File: config.mk
export PLATFORM = sky130hd
export DESIGN_NAME = mod_mul
export DESIGN_NICKNAME = d
export VERILOG_FILES = /design/src/rtl/mod_mul.sv
export SDC_FILE = /design/constraint.sdc
export NUM_CORES = 1
export LEC_CHECK = 0
export ABC_CLOCK_PERIOD_IN_PS = 15200
export CORE_MARGIN = 2
export CORE_UTILIZATION = 55
export CTS_CLUSTER_DIAMETER = 40
export CTS_CLUSTER_SIZE = 16
export DETAILED_ROUTE_END_ITERATION = 7
export DONT_BUFFER_PORTS = 1
export MAX_ROUTING_LAYER = met4
export PLACE_DENSITY = 0.72
export SLEW_MARGIN = 40
export SYNTH_ARGS = -nofsm -noshare
export SYNTH_HDL_FRONTEND = slang
export SYNTH_SLANG_ARGS = --single-unit
File: constraint.sdc
create_clock -name clk -period 15.2 [get_ports clk]
set_input_delay 1.52 -clock clk [delete_from_list [all_inputs] [get_ports clk]]
set_output_delay 1.52 -clock clk [all_outputs]
set_load 0.05 [all_outputs]
File: src/rtl/mod_mul.sv
// Sequential modular multiplier: outC = (a * b) mod p, MSB-first shift-add-reduce, one bit of b per clock.
// Optional macro MOD_MUL_DONE_PULSE_EN adds a one-cycle 'done' output pulse on every published result.
module mod_mul #(
  parameter int WIDTH = 32
) (
  input  logic             clk,
  input  logic             rst_n,
  input  logic             opselect,
  input  logic [WIDTH-1:0] a,
  input  logic [WIDTH-1:0] b,
  input  logic [WIDTH-1:0] p,
  output logic [WIDTH-1:0] outC,
  output logic             rdy,
`ifdef MOD_MUL_DONE_PULSE_EN
  output logic             err,
  output logic             done
`else
  output logic             err
`endif
);

  localparam int CW = (WIDTH > 2) ? $clog2(WIDTH) : 1;
  localparam int EW = WIDTH + 2;

  typedef enum logic {
    IDLE = 1'b0,
    RUN  = 1'b1
  } state_t;

  state_t           stateReg, stateNext;
  logic [WIDTH-1:0] aReg, aNext;
  logic [WIDTH-1:0] bReg, bNext;
  logic [WIDTH-1:0] pReg, pNext;
  logic [WIDTH-1:0] accReg, accNext;
  logic [CW-1:0]    cntReg, cntNext;
  logic [WIDTH-1:0] outCReg, outCNext;
  logic             errReg, errNext;
`ifdef MOD_MUL_DONE_PULSE_EN
  logic             doneReg, doneNext;
`endif

  logic             bBit;
  logic [WIDTH-1:0] addend;
  logic [EW-1:0]    pEx;
  logic [EW-1:0]    tSum;
  logic [EW-1:0]    tRed1;
  logic [WIDTH-1:0] tRed2;
  logic             startLegal;

  // Current multiplier bit gates the multiplicand into the accumulator step.
  assign bBit = bReg[cntReg];

  generate
    for (genvar gi = 0; gi < WIDTH; gi++) begin : gen_addend
      assign addend[gi] = aReg[gi] & bBit;
    end
  endgenerate

  // Two extra bits hold 2R + a (< 3p) even when p is close to 2^WIDTH.
  assign pEx   = {2'b00, pReg};
  assign tSum  = {1'b0, accReg, 1'b0} + {2'b00, addend};
  assign tRed1 = (tSum >= pEx) ? (tSum - pEx) : tSum;
  assign tRed2 = WIDTH'((tRed1 >= pEx) ? (tRed1 - pEx) : tRed1);

  assign startLegal = (p >= WIDTH'(2)) && (a < p);

  always_ff @(posedge clk or negedge rst_n) begin
    if (!rst_n) begin
      stateReg <= IDLE;
      aReg     <= '0;
      bReg     <= '0;
      pReg     <= '0;
      accReg   <= '0;
      cntReg   <= '0;
      outCReg  <= '0;
      errReg   <= 1'b0;
`ifdef MOD_MUL_DONE_PULSE_EN
      doneReg  <= 1'b0;
`endif
    end else begin
      stateReg <= stateNext;
      aReg     <= aNext;
      bReg     <= bNext;
      pReg     <= pNext;
      accReg   <= accNext;
      cntReg   <= cntNext;
      outCReg  <= outCNext;
      errReg   <= errNext;
`ifdef MOD_MUL_DONE_PULSE_EN
      doneReg  <= doneNext;
`endif
    end
  end

  always_comb begin
    stateNext = stateReg;
    aNext     = aReg;
    bNext     = bReg;
    pNext     = pReg;
    accNext   = accReg;
    cntNext   = cntReg;
    outCNext  = outCReg;
    errNext   = errReg;
`ifdef MOD_MUL_DONE_PULSE_EN
    doneNext  = 1'b0;
`endif
    unique case (stateReg)
      IDLE: begin
        if (opselect) begin
          if (!startLegal) begin
            // Rejected start publishes a zero result and stays idle.
            outCNext = '0;
            errNext  = 1'b1;
`ifdef MOD_MUL_DONE_PULSE_EN
            doneNext = 1'b1;
`endif
          end else begin
            aNext     = a;
            bNext     = b;
            pNext     = p;
            accNext   = '0;
            cntNext   = CW'(WIDTH - 1);
            errNext   = 1'b0;
            stateNext = RUN;
          end
        end
      end
      RUN: begin
        accNext = tRed2;
        if (cntReg == '0) begin
          outCNext  = tRed2;
          stateNext = IDLE;
`ifdef MOD_MUL_DONE_PULSE_EN
          doneNext  = 1'b1;
`endif
        end else begin
          cntNext = cntReg - 1'b1;
        end
      end
      default: stateNext = IDLE;
    endcase
  end

  assign outC = outCReg;
  assign rdy  = (stateReg == IDLE);
  assign err  = errReg;
`ifdef MOD_MUL_DONE_PULSE_EN
  assign done = doneReg;
`endif

endmodule

==> run metrics <==
Stages on worst setup path=37; Avg Cell Area, Syn=8.86 µm²; Reg2Reg Capture Point=outC[6]; worst skew pair latency=0.44 ns; commonest non-fill, non-tap cell in the layout=dfrtp_1; row count=58; post-route insts no fill=1,865; Cells after Synth=1,562; Crit path max-delay family=compound AO/OA/AOI/OAI gates; core area=25,000 µm²; Num CTS Buffers=17; Final nets=1,751; DP HPWL=31,900 µm; Inst Count DP=1,832; Worst Tran Pin Value=0.786 ns; crit share post-route=73.4%; Crit-path slowest cell=dfrtp_1; H-tree level count=4; Yosys reg bits=167; Critical Path Sink Type=register; hold depth=2; FF-to-FF path depth=37; Tot GR Track Use=32.9%; top_reg_cell synth=dfrtp_1; # fillers=2,212; Slew HR=46.3%; Final Setup Violations=0; share of the synthesized area in the top cell type=a little under a third; DR DRC count=0; die height=163 µm; Detailed Routing Iterations Pass 1=5; vias=11,863; Gates resized, CTS repair=0; largest family of logic cells by synthesized area=compound AO/OA/AOI/OAI gates; Post-synth EDFFs=0; Synth area leaders=dfrtp_1 30%, ha_1 12%, mux2_2 7.3%; clk buf depth=2; crit path launch=cntReg[0]; status=completed; count of final hold-check violations=0; root buf cell=clkbuf_16; CP peak stage delay=0.69 ns; RD Place Congestion=0.995; Startpoint Class=register; share of cells above drive strength 1=11.2%; Synth Net Count=1,792; RSZ-0062 raised after global routing=false; die area=26,400 µm²; Worst Setup EP=outC[6]; post-synthesis compound-gate area fraction=22.6%; Critical Path RT=15.51 ns; Synth Area in Adders=12.0%; IO buf count=0; Crit Path Class=register to register; 1st-iter DRT viols=1,026; initial antenna violation count=1; most frequent CP cell=a21o_1; clock-pin slew on the worst setup and hold paths=0.08 ns; post-DR wirelength/cell=between 20 and 25 µm; worst path buffer plus inverter count=4; worst-path fanout max=33; gr ovfl total=0; simple-gate share of the synthesized area=15.5%; Final ANT Viol Nets=0; crit path DAT=about 11 ns; vias per cell=6.36; Final Skew=0.0223 ns; Yosys warning count=0; first-pass GRT wire length=65,100 µm; register area share after synthesis=30.2%; Yosys cell types=76; Max Fclk=about 90 MHz; async set-reset flop share out of synthesis=100%; clk sinks=167; clock period minus final worst setup slack=between 10 and 15 ns; Area growth syn-to-layout=6.13%; commonest cells after routing, fill and taps aside=167 x dfrtp_1, 153 x nand2_1, 128 x ha_1, 122 x o21ai_0, 103 x a21oi_1; worst r2r src=cntReg[0]; Initial Utilization=55.4%; MaxCap Viol Count=0; vias in the first global route=11,555; post-synthesis mux area share=approximately 9.7%; Slew Limit Fails=0; I/O Pins=roughly 130; largest net degree at the start of global routing=~170; Die X=163 µm; Worst R2R Setup Slack=4.04 ns; Setup Buffers After CTS=0; Synth area leader=dfrtp_1; Hold Path Class=register to register; Cell Area, Synth=~14,000 µm²; final WL=40,800 µm; cts hold-fix bufs=0; CTS tree=yes; XOR/XNOR share of the synthesized area=5.25%; setup TNS=0 ns
-- cells in the mapped netlist, drive strengths merged, types with 17 or more instances --
| cell | instances |
|---|---|
| nor3 | 29 |
| nand3 | 35 |
| ha | 128 |
| nand4 | 31 |
| o211ai | 43 |
| o21ai | 122 |
| dfrtp | 167 |
| xor2 | 34 |
| nor2 | 63 |
| inv | 90 |
| mux2 | 93 |
| a21o | 65 |
| nand2b | 17 |
| buf | 19 |
| a21oi | 104 |
| clkbuf | 53 |
| xnor2 | 49 |
| nand2 | 154 |
| nor2b | 39 |
-- per-stage QoR --
step,hold WS [ns],cell area [µm²],utilization (%),worst slack [ns]
3_5_place_dp,0.472,14100,56.4,4.12
3_3_place_gp,0.462,14100,56.3,4.38
6_report,0.484,14700,58.8,4.04
2_1_floorplan,0.450,13800,-,5.52
5_1_grt,0.504,14700,58.8,3.38
4_1_cts,0.491,14700,58.8,4.12
-- sequential cells by signal, summed over array words and instances (netlist names) --
register / flops
err: 1
pReg: 32
cntReg: 5
outC: 32
stateReg: 1
bReg: 32
accReg: 32
aReg: 32
-- cell families (layout without fill, tap and decap cells) --
kind of cell / count (synthesis) / count (layout)
compound gates: 474 / 474
simple gates: 436 / 436
flops: 167 / 167
buf+inv: 162 / 134
fa+ha+maj: 131 / 131
mux: 109 / 109
xor+xnor: 83 / 83
other cells: 0 / 1
-- metal layers --
metal  part of all wire [%]  up-vias  global-route usage, %
li1                       -     5666                      -
met1                     46     5618                   47.1
met2                     42      538                   47.3
met3                     11       41                   7.56
met4                    1.7        0                   7.80
met5                      0        -                      -
-- final cells by class --
| class | instances | area, µm² | share of cell area, % |
|---|---|---|---|
| Antenna cell | 1 | 2.50 | 0.0170 |
| Clock buffer | 18 | 439 | 2.99 |
| Clock inverter | 14 | 150 | 1.02 |
| Inverter | 90 | 338 | 2.30 |
| Multi-Input combinational cell | 1233 | 9070 | 61.8 |
| Sequential cell | 167 | 4180 | 28.5 |
| Tap cell | 330 | 413 | 2.81 |
| Timing Repair Buffer | 12 | 90.1 | 0.613 |
-- worst register-to-register path: cells and delay by family, from the launching register on --
family,cells,cell delay (ns)
AO/OA/AOI/OAI,16,4.09
adder cells (fa/ha/maj),5,1.69
buffers and inverters,4,1.12
flip-flops,1,0.69
multiplexers,4,1.43
AND/OR/NAND/NOR,8,2.01
-- how the worst min path moves through the flow --
stage | start | endpoint | slack (ns)
final | pReg[9] | pReg[9] | 0.48
after detailed placement | pReg[4] | pReg[4] | 0.47
after global placement | pReg[4] | pReg[4] | 0.46
after global routing | pReg[26] | pReg[26] | 0.50
after floorplan | pReg[10] | pReg[10] | 0.45
after CTS | pReg[4] | pReg[4] | 0.49
Power is not shown: default switching activity piles up to over one toggle a cycle in this logic, so the estimate is an artifact.
